==> src/rtl/vga_pkg.sv <==
// rtl/vga_pkg.sv - 640x480@60 raster constants and colour type for the memory scan-out
package vga_pkg;

    localparam int H_ACTIVE = 640;
    localparam int H_FP     = 16;
    localparam int H_SYNC   = 96;
    localparam int H_BP     = 48;
    localparam int V_ACTIVE = 480;
    localparam int V_FP     = 10;
    localparam int V_SYNC   = 2;
    localparam int V_BP     = 33;
    localparam int CELL_W   = 40;
    localparam int CELL_H   = 30;

    localparam int H_TOTAL  = H_ACTIVE + H_FP + H_SYNC + H_BP;
    localparam int V_TOTAL  = V_ACTIVE + V_FP + V_SYNC + V_BP;
    localparam int HS_START = H_ACTIVE + H_FP;
    localparam int HS_END   = HS_START + H_SYNC - 1;
    localparam int VS_START = V_ACTIVE + V_FP;
    localparam int VS_END   = VS_START + V_SYNC - 1;

    localparam int CNT_W    = 10;

    typedef struct packed {
        logic [7:0] r;
        logic [7:0] g;
        logic [7:0] b;
    } rgb_t;

endpackage

==> src/rtl/vga_mem_reader_if.sv <==
// rtl/vga_mem_reader_if.sv - memory read port plus VGA pins of the scan-out engine
interface vga_mem_reader_if;

    logic [7:0]  addressForVga;
    logic [31:0] rdataForVga;
    logic        vga_hsync;
    logic        vga_vsync;
    logic        vga_blank_n;
    logic [7:0]  vga_r;
    logic [7:0]  vga_g;
    logic [7:0]  vga_b;
    logic        vga_clk_en;
    logic        frame_start;

    modport master (
        output addressForVga,
        input  rdataForVga,
        output vga_hsync,
        output vga_vsync,
        output vga_blank_n,
        output vga_r,
        output vga_g,
        output vga_b,
        output vga_clk_en,
        output frame_start
    );

    modport slave (
        input  addressForVga,
        output rdataForVga,
        input  vga_hsync,
        input  vga_vsync,
        input  vga_blank_n,
        input  vga_r,
        input  vga_g,
        input  vga_b,
        input  vga_clk_en,
        input  frame_start
    );

endinterface

==> src/rtl/vga_timing.sv <==
// rtl/vga_timing.sv - pixel tick, h/v raster counters, cell counters and sync/blank registers
module vga_timing
    import vga_pkg::*;
#(
    parameter int H_ACTIVE = vga_pkg::H_ACTIVE,
    parameter int H_FP     = vga_pkg::H_FP,
    parameter int H_SYNC   = vga_pkg::H_SYNC,
    parameter int H_BP     = vga_pkg::H_BP,
    parameter int V_ACTIVE = vga_pkg::V_ACTIVE,
    parameter int V_FP     = vga_pkg::V_FP,
    parameter int V_SYNC   = vga_pkg::V_SYNC,
    parameter int V_BP     = vga_pkg::V_BP,
    parameter int CELL_W   = vga_pkg::CELL_W,
    parameter int CELL_H   = vga_pkg::CELL_H
) (
    input  logic             clk,
    input  logic             reset,
    output logic             tick,
    output logic [CNT_W-1:0] h,
    output logic [CNT_W-1:0] v,
    output logic [3:0]       row,
    output logic [3:0]       col,
    output logic             active,
    output logic             hsync,
    output logic             vsync,
    output logic             blank_n
);

    localparam int HT  = H_ACTIVE + H_FP + H_SYNC + H_BP;
    localparam int VT  = V_ACTIVE + V_FP + V_SYNC + V_BP;
    localparam int HSS = H_ACTIVE + H_FP;
    localparam int HSE = HSS + H_SYNC - 1;
    localparam int VSS = V_ACTIVE + V_FP;
    localparam int VSE = VSS + V_SYNC - 1;

    logic             phase;
    logic [CNT_W-1:0] hx;
    logic [CNT_W-1:0] vy;

    assign tick   = phase;
    assign active = (h < CNT_W'(H_ACTIVE)) && (v < CNT_W'(V_ACTIVE));

    always_ff @(posedge clk) begin
        if (!reset) begin
            phase   <= 1'b0;
            h       <= '0;
            v       <= '0;
            hx      <= '0;
            vy      <= '0;
            col     <= '0;
            row     <= '0;
            hsync   <= 1'b1;
            vsync   <= 1'b1;
            blank_n <= 1'b0;
        end else begin
            phase <= !phase;
            if (phase) begin
                // Registered from the pre-increment counters: outputs trail the raster by one pixel.
                hsync   <= !((h >= CNT_W'(HSS)) && (h <= CNT_W'(HSE)));
                vsync   <= !((v >= CNT_W'(VSS)) && (v <= CNT_W'(VSE)));
                blank_n <= active;
                if (h == CNT_W'(HT - 1)) begin
                    h   <= '0;
                    hx  <= '0;
                    col <= '0;
                    if (v == CNT_W'(VT - 1)) begin
                        v   <= '0;
                        vy  <= '0;
                        row <= '0;
                    end else begin
                        v <= v + CNT_W'(1);
                        if (v < CNT_W'(V_ACTIVE - 1)) begin
                            if (vy == CNT_W'(CELL_H - 1)) begin
                                vy  <= '0;
                                row <= row + 4'd1;
                            end else begin
                                vy <= vy + CNT_W'(1);
                            end
                        end else begin
                            vy  <= '0;
                            row <= '0;
                        end
                    end
                end else begin
                    h <= h + CNT_W'(1);
                    if (h < CNT_W'(H_ACTIVE - 1)) begin
                        if (hx == CNT_W'(CELL_W - 1)) begin
                            hx  <= '0;
                            col <= col + 4'd1;
                        end else begin
                            hx <= hx + CNT_W'(1);
                        end
                    end else begin
                        hx  <= '0;
                        col <= '0;
                    end
                end
            end
        end
    end

endmodule

==> src/rtl/vga_mem_reader.sv <==
// rtl/vga_mem_reader.sv - scans the first 256 data words out as a 16x16 grid of colour cells
module vga_mem_reader
    import vga_pkg::*;
#(
    parameter int H_ACTIVE = vga_pkg::H_ACTIVE,
    parameter int H_FP     = vga_pkg::H_FP,
    parameter int H_SYNC   = vga_pkg::H_SYNC,
    parameter int H_BP     = vga_pkg::H_BP,
    parameter int V_ACTIVE = vga_pkg::V_ACTIVE,
    parameter int V_FP     = vga_pkg::V_FP,
    parameter int V_SYNC   = vga_pkg::V_SYNC,
    parameter int V_BP     = vga_pkg::V_BP,
    parameter int CELL_W   = vga_pkg::CELL_W,
    parameter int CELL_H   = vga_pkg::CELL_H
) (
    input  logic              clk,
    input  logic              reset,
    vga_mem_reader_if.master  bus
);

    logic             tick;
    logic             active;
    logic [CNT_W-1:0] h;
    logic [CNT_W-1:0] v;
    logic [3:0]       row;
    logic [3:0]       col;
    logic             hsync;
    logic             vsync;
    logic             blank_n;
    logic             frame_start;
    rgb_t             rgb;
    logic [7:0]       unused_alpha;

    vga_timing #(
        .H_ACTIVE (H_ACTIVE),
        .H_FP     (H_FP),
        .H_SYNC   (H_SYNC),
        .H_BP     (H_BP),
        .V_ACTIVE (V_ACTIVE),
        .V_FP     (V_FP),
        .V_SYNC   (V_SYNC),
        .V_BP     (V_BP),
        .CELL_W   (CELL_W),
        .CELL_H   (CELL_H)
    ) u_timing (
        .clk     (clk),
        .reset   (reset),
        .tick    (tick),
        .h       (h),
        .v       (v),
        .row     (row),
        .col     (col),
        .active  (active),
        .hsync   (hsync),
        .vsync   (vsync),
        .blank_n (blank_n)
    );

    // Row already holds its value through horizontal blanking, so gate on the raster area.
    assign bus.addressForVga = active ? {row, col} : 8'h00;
    assign unused_alpha      = bus.rdataForVga[31:24];

    // Address moved on the previous tick; the 1-clk read has settled by this tick.
    always_ff @(posedge clk) begin
        if (!reset) begin
            rgb         <= '0;
            frame_start <= 1'b0;
        end else begin
            frame_start <= tick && (h == '0) && (v == '0);
            if (tick) begin
                rgb <= active ? rgb_t'(bus.rdataForVga[23:0]) : rgb_t'(24'h0);
            end
        end
    end

    assign bus.vga_hsync   = hsync;
    assign bus.vga_vsync   = vsync;
    assign bus.vga_blank_n = blank_n;
    assign bus.vga_r       = rgb.r;
    assign bus.vga_g       = rgb.g;
    assign bus.vga_b       = rgb.b;
    assign bus.vga_clk_en  = tick;
    assign bus.frame_start = frame_start;

endmodule

==> src/flat_wrapper.sv <==
// flat-port wrapper written by rule: the top's interface ports become plain ports
module vga_mem_reader_flat import vga_pkg::*;
#(
    parameter int H_ACTIVE = vga_pkg::H_ACTIVE,
    parameter int H_FP     = vga_pkg::H_FP,
    parameter int H_SYNC   = vga_pkg::H_SYNC,
    parameter int H_BP     = vga_pkg::H_BP,
    parameter int V_ACTIVE = vga_pkg::V_ACTIVE,
    parameter int V_FP     = vga_pkg::V_FP,
    parameter int V_SYNC   = vga_pkg::V_SYNC,
    parameter int V_BP     = vga_pkg::V_BP,
    parameter int CELL_W   = vga_pkg::CELL_W,
    parameter int CELL_H   = vga_pkg::CELL_H
)
  (clk, reset, bus_addressForVga, bus_rdataForVga, bus_vga_hsync, bus_vga_vsync, bus_vga_blank_n, bus_vga_r, bus_vga_g, bus_vga_b, bus_vga_clk_en, bus_frame_start);
  vga_mem_reader_if bus_i ();
  input  logic clk;
  input  logic reset;
  output wire logic [$bits(bus_i.addressForVga)-1:0] bus_addressForVga;
  input wire logic [$bits(bus_i.rdataForVga)-1:0] bus_rdataForVga;
  output wire logic [$bits(bus_i.vga_hsync)-1:0] bus_vga_hsync;
  output wire logic [$bits(bus_i.vga_vsync)-1:0] bus_vga_vsync;
  output wire logic [$bits(bus_i.vga_blank_n)-1:0] bus_vga_blank_n;
  output wire logic [$bits(bus_i.vga_r)-1:0] bus_vga_r;
  output wire logic [$bits(bus_i.vga_g)-1:0] bus_vga_g;
  output wire logic [$bits(bus_i.vga_b)-1:0] bus_vga_b;
  output wire logic [$bits(bus_i.vga_clk_en)-1:0] bus_vga_clk_en;
  output wire logic [$bits(bus_i.frame_start)-1:0] bus_frame_start;
  assign bus_addressForVga = bus_i.addressForVga;
  assign bus_i.rdataForVga = bus_rdataForVga;
  assign bus_vga_hsync = bus_i.vga_hsync;
  assign bus_vga_vsync = bus_i.vga_vsync;
  assign bus_vga_blank_n = bus_i.vga_blank_n;
  assign bus_vga_r = bus_i.vga_r;
  assign bus_vga_g = bus_i.vga_g;
  assign bus_vga_b = bus_i.vga_b;
  assign bus_vga_clk_en = bus_i.vga_clk_en;
  assign bus_frame_start = bus_i.frame_start;
  vga_mem_reader #(.H_ACTIVE(H_ACTIVE), .H_FP(H_FP), .H_SYNC(H_SYNC), .H_BP(H_BP), .V_ACTIVE(V_ACTIVE), .V_FP(V_FP), .V_SYNC(V_SYNC), .V_BP(V_BP), .CELL_W(CELL_W), .CELL_H(CELL_H)) u_core (.clk(clk), .reset(reset), .bus(bus_i));
endmodule
==> config.mk <==
export PLATFORM = sky130hd
export DESIGN_NAME = vga_mem_reader_flat
export DESIGN_NICKNAME = d
export VERILOG_FILES = /design/src/rtl/vga_pkg.sv /design/src/rtl/vga_mem_reader_if.sv /design/src/rtl/vga_timing.sv /design/src/rtl/vga_mem_reader.sv /design/src/flat_wrapper.sv
export SDC_FILE = /design/constraint.sdc
export NUM_CORES = 1
export LEC_CHECK = 0
export BUFFER_PORTS_ARGS = -buffer_cell sky130_fd_sc_hd__buf_2
export CELL_PAD_IN_SITES_DETAIL_PLACEMENT = 2
export CELL_PAD_IN_SITES_GLOBAL_PLACEMENT = 2
export CORE_MARGIN = 1.5
export CORE_UTILIZATION = 30
export CTS_CLUSTER_DIAMETER = 200
export DETAILED_ROUTE_END_ITERATION = 8
export PLACE_DENSITY_LB_ADDON = 0.1
export SYNTH_ARGS = -nofsm -noshare
export SYNTH_HDL_FRONTEND = slang
export SYNTH_SLANG_ARGS = --single-unit
==> constraint.sdc <==
create_clock -name clk -period 1.7 [get_ports clk]
set_input_delay 0.17 -clock clk [delete_from_list [all_inputs] [get_ports clk]]
set_output_delay 0.17 -clock clk [all_outputs]
set_load 0.01 [all_outputs]
==> flow_results.org, run 1 <==
** Run status
- Result of the run :: complete, but fails checks
- Failing checks :: negative setup slack

** Die
- From bottom edge to top edge, the die measures 112.4 µm.
- The initialized floorplan defines 39 standard-cell rows.
- In this run the count of I/O pins placed on the die edge is 71.
- In this run the horizontal extent of the chip is 112.4 µm.
- Core ar. :: 11560 µm²
- Initial standard-cell utilization of the core :: 31.03%
- Area enclosed by the die boundary :: 12630 µm²

** Setup path
- The worst setup path is captured at a flop.
- The endpoint identified for the worst register-to-register timing path is u_core.u_timing.vy[6].
- The worst register-to-register path has a depth of 6.
- Startpoint-to-endpoint class of the critical path :: flop to flop
- Traced cell by cell, the critical path runs through ha_4 > buf_6 > nand4_1 > nor3_4 > nand4_1 > o22ai_1.
- Required time at the worst-slack endpoint :: 1970 ps
- Worst endpoint data arrival time :: 1970 ps
- CP Max Fanout :: 4
- STA classifies the critical path startpoint as a flop.
- Path length in cells of the critical path :: 6
- Delay contributed by the slowest stage of the critical path :: 360 ps
- Together, buffers and inverters on the worst path number 1.
- Launch instance of the worst register-to-register path :: u_core.u_timing.h[1]
- Worst path top cell family by delay :: simple AND/OR/NAND/NOR gates
- Worst path slowest cell :: dfxtp_2
- In this run the register-to-register setup slack is -5 ps.
- The cell that appears most often on the critical path is nand4_1.

** Min path
- For hold timing, the worst endpoint is u_core.bus.vga_b[5].
- Along the worst hold path, the cell count comes to 2.
- Startpoint of the lowest-slack hold path :: bus_rdataForVga[5]
- Worst hold-check path type :: input pin to flop

** Synthesis
- Post-Synthesis Net Count :: 438
- A synthesized cell averages 9.085 µm².
- The share of the Yosys chip area taken by registers is 42.96%.
- The synthesized design contains 77 register bits.
- Count of mapped cells out of synthesis :: 395
- Yosys mapped a number of flops with a built-in enable equal to 0.
- After synthesis, the share of flip-flops with an asynchronous set or reset is 0%.
- Most used DFF post-synth :: dfxtp_1
- The cell area that synthesis handed to floorplanning was 3588 µm².
- Synth cell types :: 54
- The Yosys step of the flow raised 0 warnings.

** Finish
- Layout cells sized above 1 :: 37.50%
- The library cell used most frequently in the layout, excluding fill and tap cells, is dfxtp_1.
- Growth of design area from synthesis to finish :: 41.00%
- Most frequent cells in the layout :: 62 x dfxtp_1, 60 x buf_4, 56 x buf_2
- Number of nets in the layout :: 559
- Ant. Diodes :: 0

** Drt
- Vias per cell :: 5.341
- Dividing the detail-routed wire length by the instance count gives 18.22 µm.
- Post-route DRC :: 0
- In this run the remaining antenna-violating nets after routing total 0.
- Number of DRC markers after the initial detailed-route iteration :: 96
- The pre-antenna-repair detailed-routing pass consisted of 6 iterations.
- Detailed routing inserted a total of 3541 vias.
- The routed design has 12080 µm of wire.

** Place
- Detailed placement finished with a half-perimeter wire length of 8323 µm.
- Port Buf Inserts :: 62
- The congestion estimate from routability-driven global placement came to 0.7584.
- Place WS :: -118.5 ps

** STA
- Minimum setup slack in the final design :: -4.958 ps
- Minimum clock period after layout :: 1705 ps
- Worst Clk Skew :: 6.446 ps
- Setup repair after global routing could not meet its margin everywhere.
- The number of endpoints with negative hold slack in the final report came to 0.
- Fin crit share :: 100.3%
- Final count of negative-setup-slack endpoints :: 1
- Achievable frequency :: 0.5865 GHz
- Headroom to the max-slew limit came out at 65.19%.
- At the pin with the least slew margin, the transition time is 515.7 ps.
- Adding up every negative setup slack in the final design gives -4.958 ps.
- The final max-slew violation count is 0.

** Pwr
- In this run the static leakage power is 0.002016 µW.
- Max rail drop VDD :: 492.5 µV
- Power spread over the standard cell area amounts to 823.6 nW/µm².
- In this run, the combinational gates consume 7.4% of the power.
- Fraction of power spent switching nets :: 24.42%
- For this design the total switching power over the nets is 1018 µW.
- Internal power :: 3150 µW
- Clock group share of total power :: 47.0%
- The share of total power dissipated in sequential elements is 45.6%.

** CTS
- Clock tree synthesis selected as its root buffer the cell clkbuf_16.
- The clock reaches the later pin of the worst-skew pair after 340 ps.
- TritonCTS clock tree :: built
- TritonCTS created 9 clock buffers.
- Clock-pin slew reported for the worst setup and hold paths after clock tree synthesis :: 60 ps
- The number of hold buffers added after CTS was 0.
- Worst-case clock buffer depth :: 2
- Clock tree sinks :: 77
- The clock tree synthesis step divided the H-tree into 3 levels.

** GRT
- Entering global routing, the biggest net connects 31 pins.
- Summed over all layers, the global routing overflow is 0.
- The initial antenna violation count is 0.
- The via count of the first global-routing pass is 3741.
- Total routing resource utilization after global routing :: 19.36%
- The first global-routing pass estimated 19260 µm of wire.

** Run
- Number of violations of the max-capacitance limit :: 0
cell type report:
| type | instances | area (µm²) |
|---|---|---|
| Clock buffer | 9 | 225.2 |
| Clock inverter | 6 | 71.32 |
| Fill cell | 1253 | 6505 |
| Inverter | 13 | 48.80 |
| Multi-Input combinational cell | 284 | 2022 |
| Sequential cell | 77 | 1565 |
| Tap cell | 143 | 178.9 |
| Timing Repair Buffer | 131 | 948.4 |
stage by stage:
stage	util [%]	hold slack [ps]	power (µW)	cells	cell area (µm²)
6_report	43.75	37.25	4167	663	5060
5_1_grt	43.75	36.38	4322	663	5060
4_1_cts	42.09	27.18	4196	654	4867
3_5_place_dp	37.93	392.3	2232	630	4387
3_3_place_gp	37.93	384.9	2223	630	4387
2_1_floorplan	-	302.7	2082	395	3588
power groups by stage:
stage / sequential (µW) / clock [µW] / combinational [µW]
after floorplan: 1950 / 0 / 129
after global placement: 1930 / 0 / 288
after detailed placement: 1940 / 0 / 296
after CTS: 1900 / 2000 / 299
after global routing: 1910 / 2080 / 339
final: 1900 / 1960 / 309
routing by layer:
metal / share of wire (%) / up-vias / track usage, %
li1: - / 1719 / -
met1: 44 / 1754 / 23.77
met2: 50 / 55 / 33.74
met3: 3.4 / 13 / 4.104
met4: 1.8 / 0 / 6.582
met5: 0 / - / 0
what timing repair did:
item,CTS,global route
endpoints found under the setup margin,26,37
resized for setup,33,27
pin swaps,10,20
cloned,0,1
buffers inserted,9,8
worst max-delay path by stage:
stage / startpoint / endpoint / slack (ps)
6_report: u_core.u_timing.h[1] / u_core.u_timing.vy[6] / -5
5_1_grt: u_core.u_timing.h[1] / u_core.u_timing.vy[6] / -90
4_1_cts: u_core.u_timing.v[7] / bus_addressForVga[6] / -10
3_5_place_dp: u_core.u_timing.h[0] / u_core.u_timing.v[1] / -120
3_3_place_gp: u_core.u_timing.h[0] / u_core.u_timing.v[1] / -100
2_1_floorplan: u_core.u_timing.h[0] / u_core.u_timing.v[9] / 9
flip-flops by register name, indices dropped and copies added, names as in the netlist:
register / cells
u_core.bus.frame_start: 1
u_core.bus.vga_b: 8
u_core.bus.vga_g: 8
u_core.bus.vga_r: 8
u_core.u_timing.blank_n: 1
u_core.u_timing.col: 4
u_core.u_timing.h: 10
u_core.u_timing.hsync: 1
u_core.u_timing.hx: 10
u_core.u_timing.row: 4
u_core.u_timing.tick: 1
u_core.u_timing.v: 10
u_core.u_timing.vsync: 1
u_core.u_timing.vy: 10
cells by family (layout without fill, tap and decap cells):
family,count (synthesis),in the layout,synth area share [%]
simple gates,173,173,27.27
compound gates,85,85,18.37
flops,77,77,42.96
buf+inv,34,159,4.114
xor+xnor,17,17,4.149
fa+ha+maj,9,9,3.138
Yosys cell counts (2+ instances only):
cell type / count / share of area, %
a21boi_1: 2 / 0.42
xnor2_1: 9 / 2.2
o22ai_1: 9 / 1.6
and3_1: 7 / 1.2
or2_2: 2 / 0.35
o31ai_4: 2 / 1.2
ha_1: 9 / 3.1
nor4_1: 8 / 1.4
nor3_1: 6 / 0.84
nand2_1: 31 / 3.2
nor2_1: 29 / 3.0
nand3_1: 20 / 2.8
buf_2: 10 / 1.4
a21boi_0: 2 / 0.42
a22o_1: 24 / 5.9
o2111ai_1: 2 / 0.49
dfxtp_1: 77 / 43
o31ai_1: 2 / 0.42
and2_1: 8 / 1.4
inv_1: 12 / 1.3
a31oi_1: 8 / 1.4
nand4b_1: 6 / 1.5
nand4_1: 18 / 3.1
a21oi_1: 13 / 1.8
nand3b_1: 5 / 1.0
a41oi_1: 4 / 0.98
or3_1: 8 / 1.4
buf_4: 2 / 0.42
or4_1: 2 / 0.42
xor2_1: 8 / 2.0
nand2b_1: 10 / 1.7
o21ai_0: 3 / 0.42
and4_1: 5 / 1.2
clkbuf_1: 8 / 0.84
o32ai_1: 5 / 1.2
(Power assumes the default switching activity.)
==> inputs of run 2 (changes only) <==
ABC_CLOCK_PERIOD_IN_PS = 1700   (was not set)
REMOVE_ABC_BUFFERS = 1   (was not set)
SLEW_MARGIN = 10   (was not set)
==> flow_results.org, run 2 (synthesized netlist as in run 1, its figures left out) <==
** Setup path
- Crit path capture :: bus_addressForVga[3]
- Type of element capturing the critical path :: output port
- The biggest fanout along the worst timing path came to 8 (+4).
- Launch point of the worst path :: u_core.u_timing.v[6]
- Required time at the worst-slack endpoint :: 1530 ps (-440 ps)
- The data arrival time at the worst-slack endpoint was 1500 ps (-470 ps).
- Startpoint-to-endpoint class of the critical path :: flop to output port
- Register-to-Register Setup Slack :: 30 ps (+30 ps)
- Startpoint kind of the worst setup timing path :: flop
- Worst Reg2Reg Path Length in Cells :: 7 (+1)
- Critical register-to-register path endpoint :: u_core.u_timing.vy[2]
- The startpoint identified for the worst register-to-register timing path is u_core.u_timing.v[0].

** Place
- The placer congestion estimate was 0.7597 (+0.17%).
- The number of buffers added on ports is 62 (unchanged).
- The half-perimeter wire length of the detailed placement result was 8547 µm (+2.7%).
- The post-placement worst setup slack was -56.17 ps (+62.33 ps).

** STA
- Final count of negative-setup-slack endpoints :: 0 (-1)
- Hold Fails Final Rpt :: 0 (unchanged)
- Total count of max-transition violations in the final report :: 0 (unchanged)
- The final critical-path required period was 1671 ps (-33.81 ps).
- Worst Tran Pin Value :: 441.9 ps (-73.76 ps)
- Fin crit share :: 98.30% (-2.0 points)
- The worst slew margin relative to its limit is 70.45% (+5.3 points).
- The maximum clock skew at final layout was 9.138 ps (+2.692 ps).
- Setup repair after global routing could not meet its margin everywhere.
- Setup TNS :: 0 ps (+4.958 ps)
- Minimum setup slack in the final design :: 28.85 ps (+33.81 ps)
- The worst hold slack after final layout was 35.90 ps (-1.346 ps).
- The maximum frequency from static timing analysis is 0.5984 GHz (+2.0%).

** GRT
- Vias in the first global route :: 3835 (+2.5%)
- Pin count of the biggest net entering global routing :: 28 (-9.7%)
- The global-route wire length before repair came to 20100 µm (+4.3%).
- Total routing resource utilization after global routing :: 20.25% (+0.89 points)
- Total overflow reported by the global router :: 0 (unchanged)
- The initial antenna violation count came to 0 (unchanged).

** Drt
- Wire length per cell after detailed routing :: 19.03 µm (+4.5%)
- The via total after detailed routing was 3614 (+2.1%).
- The number of antenna-violating nets in the routed design came to 0 (unchanged).
- The post-detailed-route DRC marker count was 0 (unchanged).
- The total detailed-routing wirelength came to 12580 µm (+4.1%).
- The number of search-and-repair iterations in the first detailed-routing pass is 4 (-2).
- The average via count per standard cell came to 5.467 (+2.4%).
- Number of DRC markers after the initial detailed-route iteration :: 142 (+48%)

** Die
- The placeable core area is 11560 µm² (unchanged).
- The initial core utilization is 31.03% (unchanged).
- The horizontal die dimension is 112.4 µm (unchanged).
- The number of top-level pins was 71 (unchanged).
- Area enclosed by the die boundary :: 12630 µm² (unchanged)
- DIE HEIGHT :: 112.4 µm (unchanged)
- The count of standard-cell rows is 39 (unchanged).

** CTS
- TritonCTS built the clock tree.
- Clock tree synthesis selected as its root buffer the cell clkbuf_16.
- Clock-pin slew reported for the worst setup and hold paths after clock tree synthesis :: 60 ps (about the same)
- The depth of the CTS H-tree is 3 (unchanged).
- Worst-case clock buffer depth :: 2 (unchanged)
- Clock insertion delay at the later pin of the skew report :: 350 ps (about the same)
- The TritonCTS buffer count came to 9 (unchanged).
- The hold-fix buffer count after cts is 0 (unchanged).
- Clock tree sinks :: 77 (unchanged)

** Finish
- Total of fill cells in the finished design :: 1267 (+1.1%)
- Layout cells sized above 1 :: 36.75% (-0.75 points)
- Relative to the synthesized area, the layout overhead comes to 40.27%.
- Number of nets in the layout :: 555 (-0.72%)
- Most frequent cells in the layout :: 65 x dfxtp_1, 57 x buf_2, 55 x buf_4
- Leaving out fill and tap cells, the most frequent cell in the layout is dfxtp_1.

** Pwr
- The maximum VDD drop was 355.5 µV (-28%).
- The final total power came to 4280 µW (+2.7%).
- Total power density per cell area :: 850.4 nW/µm² (+3.2%)
- The static leakage is 0.001985 µW (-1.6%).

** Min path
- The count of cells along the worst hold path came to 2 (unchanged).
- The tightest min-delay check is of the input pin to flop type.

** Run
- Number of violations of the max-capacitance limit :: 0 (unchanged)

** Run status
- Result of the run :: complete, no violations
run 2: where the power goes:
| part | switching [µW] | total, µW | internal, µW |
|---|---|---|---|
| sequential | 42.9 | 1900 | 1860 |
| combinational | 159 | 297 | 138 |
| clock | 798 | 2080 | 1290 |
| total | 1000 | 4280 | 3280 |
run 2: repair_timing:
action / CTS / global route
cloned: 0 / 1
buffers inserted: 6 / 8
resized for setup: 16 / 51
endpoints found under the setup margin: 26 / 41
pin swaps: 7 / 17
run 2: routing by layer:
metal | share of wire [%] | GRT usage (%) | vias up
met5 | 0 | 0 | -
met1 | 45 | 24.54 | 1829
met3 | 4.6 | 6.317 | 9
met4 | 1.3 | 5.907 | 0
li1 | - | - | 1717
met2 | 49 | 34.64 | 59
run 2: through the flow:
stage,std cells,util (%),area (µm²)
final,661,43.52,5034
after CTS,651,41.27,4773
after global placement,629,37.78,4369
after global routing,660,43.50,5031
after floorplan,374,-,3490
after detailed placement,629,37.78,4369
run 2: critical path, stage by stage, from the launching register on:
cell and delay, ps:
dfxtp_4 380, nand4_1 170, nand2_2 130, nor2_4 50, buf_6 140, and2_1 150
buf_2 130
run 2: cell type report:
cell class                      instances  area [µm²]  area share (%)
Sequential cell                        77        1567           31.12
Clock inverter                          6       87.58           1.740
Inverter                               13       48.80          0.9694
Tap cell                              143       178.9           3.555
Multi-Input combinational cell        284        2041           40.54
Clock buffer                           10       229.0           4.549
Timing Repair Buffer                  127       879.6           17.47
Antenna cell                            1       2.502         0.04971
run 2: worst min-delay path by stage:
stage	from	endpoint
detailed placement	bus_rdataForVga[4]	u_core.bus.vga_b[4]
global route	bus_rdataForVga[21]	u_core.bus.vga_r[5]
global placement	bus_rdataForVga[9]	u_core.bus.vga_g[1]
CTS	bus_rdataForVga[5]	u_core.bus.vga_b[5]
floorplan	reset	u_core.u_timing.hsync
finish	bus_rdataForVga[5]	u_core.bus.vga_b[5]
==> inputs of run 3 (changes only) <==
CELL_PAD_IN_SITES_DETAIL_PLACEMENT = 0   (was 2)
CELL_PAD_IN_SITES_GLOBAL_PLACEMENT = 1   (was 2)
CORE_UTILIZATION = 37   (was 30)
==> flow_results.org, run 3 (synthesized netlist as in run 1, its figures left out) <==
** Die
- Initial standard-cell utilization of the core :: 38.47% (+7.4 points)
- The die boundary height is 101.5 µm (-9.7%).
- The die outline area is 10300 µm² (-18%).
- Overall die width :: 101.5 µm (-9.7%)
- Core ar. :: 9328 µm² (-19%)
- Std cell rows :: 35 (-10%)
- IO Count :: 71 (unchanged)

** STA
- The worst hold slack after final layout was 36.15 ps (+0.2475 ps).
- Setup repair after global routing could not meet its margin everywhere.
- Worst Tran Pin Value :: 412.3 ps (-29.63 ps)
- Worst Clk Skew :: 12.59 ps (+3.456 ps)
- Setup TNS :: -182.7 ps (-182.7 ps)
- The final max-slew violation count was 0 (unchanged).
- The maximum frequency from static timing analysis is 0.5789 GHz (-3.3%).
- The final number of setup-violating endpoints came to 8 (+8).
- Minimum clock period after layout :: 1727 ps (+56.16 ps)
- The setup slack of the critical path after layout is -27.31 ps (-56.16 ps).
- Fin crit share :: 101.6% (+3.3 points)
- Slew Limit Headroom :: 72.29% (+1.8 points)
- Hold Fails Final Rpt :: 0 (unchanged)

** CTS
- The clock-pin slew of the registers on the worst-case setup and hold paths came to 90 ps (+30 ps).
- Max H-tree Level :: 3 (unchanged)
- Clock tree sinks :: 77 (unchanged)
- TritonCTS built the clock tree.
- Number of hold buffers added after CTS :: 0 (unchanged)
- Worst-case clock buffer depth :: 2 (unchanged)
- The TritonCTS buffer count came to 9 (unchanged).
- The tree is rooted in a clkbuf_8.
- The worst-skew pair later-pin latency came to 340 ps (about the same).

** Drt
- Wire length per cell after detailed routing :: 15.04 µm (-21%)
- The total detailed-routing wirelength came to 9610 µm (-24%).
- Number of DRC markers after the initial detailed-route iteration :: 88 (-38%)
- Antenna-violating nets left :: 0 (unchanged)
- The average via count per standard cell was 5.316 (-2.8%).
- The via total after detailed routing is 3397 (-6.0%).
- Post-route DRC :: 0 (unchanged)
- 1st-pass router iterations :: 4 (unchanged)

** Setup path
- Delay contributed by the slowest stage of the critical path :: 370 ps (about the same)
- The required time reported for the critical path endpoint was 1530 ps (about the same).
- Worst endpoint data arrival time :: 1560 ps (+60 ps)
- The biggest fanout along the worst timing path is 8 (unchanged).
- Most common cell on crit path :: buf_6
- STA classifies the critical path startpoint as a flop.
- Worst path slowest cell :: dfxtp_4
- Startpoint-to-endpoint class of the critical path :: flop to output port
- The signal on the critical path passes through o21ai_4 > buf_6 > nand2_4 > nor2_1 > buf_4 > and2_4 > buf_6.
- Type of element capturing the critical path :: output port

** Run status
- The flow ran to the end, but the final reports show violations.
- Failing checks :: negative setup slack

** Finish
- The count of filler cells inserted in the layout is 917 (-28%).
- The final core area utilization came to 52.26% (+8.7 points).
- The fraction of layout instances using a drive strength above 1 came to 35.88% (-0.87 points).
- Number of nets in the layout :: 549 (-1.1%)
- The number of antenna diodes came to 0 (-1).
- Leaving out fill and tap cells, the most frequent cells in the layout are 65 x dfxtp_1, 54 x buf_4, 54 x buf_2.
- Relative to the synthesized area, the layout overhead comes to 35.84%.
- The library cell used most frequently in the layout, excluding fill and tap cells, is dfxtp_1.

** GRT
- Vias in the first global route :: 3362 (-12%)
- The global-route wire length before repair came to 16060 µm (-20%).
- Total routing resource utilization after global routing :: 19.54% (-0.72 points)
- The largest net degree at the start of global routing came to 31 (+11%).
- Initial antenna violation count :: 0 (unchanged)
- Total overflow reported by the global router :: 0 (unchanged)

** Place
- The placer congestion estimate came to 0.8061 (+6.1%).
- The post-placement worst setup slack came to -2.168 ps (+54.00 ps).
- The half-perimeter wire length of the detailed placement result was 6550 µm (-23%).
- The number of buffers added on ports is 62 (unchanged).

** Pwr
- The static leakage is 0.001914 µW (-3.6%).
- The power density over the cells was 792.0 nW/µm² (-6.9%).
- Max rail drop VDD :: 335.6 µV (-5.6%)
- The final total power came to 3861 µW (-9.8%).

** Run
- Number of violations of the max-capacitance limit :: 0 (unchanged)

** Min path
- The min-delay analysis places its worst path in the category input pin to flop.
==> run 3: cell count changes in the layout (fill, tap and decap cells not counted), moves of 3 or more <==
cell       before  now
buf_2          57   54
nor4_1          5    8
and2_1          3    0
clkbuf_16       9    0
clkbuf_8        0    9
and2_4          5    8
nor4_2          4    1
==> run 3: area by class of cell <==
cell class / instances / area, µm² / area share, %
clock inverters: 6 / 112.6 / 2.310
repair buffers: 121 / 839.6 / 17.22
inverters: 13 / 48.80 / 1.001
clock buffers: 9 / 123.9 / 2.541
multi-input cells: 284 / 2027 / 41.58
flip-flops and latches: 77 / 1562 / 32.03
well taps: 129 / 161.4 / 3.311
==> run 3: worst max-delay path: cells and delay by family (launching register included) <==
family | cells | cell delay, ps
AOI/OAI and AO/OA | 1 | 170
buffers and inverters | 3 | 390
DFF | 1 | 370
and+or+nand+nor | 3 | 290
==> run 3: through the flow <==
step	area [µm²]	cells
floorplan	3490	374
global placement	4354	614
detailed placement	4354	614
CTS	4693	633
global route	4875	639
finish	4875	639
==> run 3: path summary, 6_finish.rpt <==
check / from / to / slack (ps) / depth (start not counted)
hold reg to reg: u_core.u_timing.blank_n / u_core.u_timing.blank_n / 450 / 1
hold / removal: bus_rdataForVga[22] / u_core.bus.vga_r[6] / 40 / 2
setup / recovery: u_core.u_timing.h[8] / bus_addressForVga[2] / -30 / 7
setup reg to reg: u_core.u_timing.v[0] / u_core.u_timing.vy[2] / 50 / 5
==> run 3: repair_timing <==
item / 4_1_cts / 5_1_grt
setup buffers: 4 / 6
endpoints found under the setup margin: 12 / 37
gates resized for setup: 25 / 37
cloned: 0 / 1
pin swaps: 5 / 20
==> run 3: per-layer routing <==
layer	GRT usage (%)	routed length, µm	vias up
li1	-	-	1697
met1	26.24	4735	1645
met2	32.06	4611	51
met4	6.410	39	0
met5	0	0	-
met3	3.175	223	4
==> run 3: report_power, final <==
group / switching (µW) / internal [µW]
sequential: 40.1 / 1860
clock: 711 / 971
combinational: 147 / 136
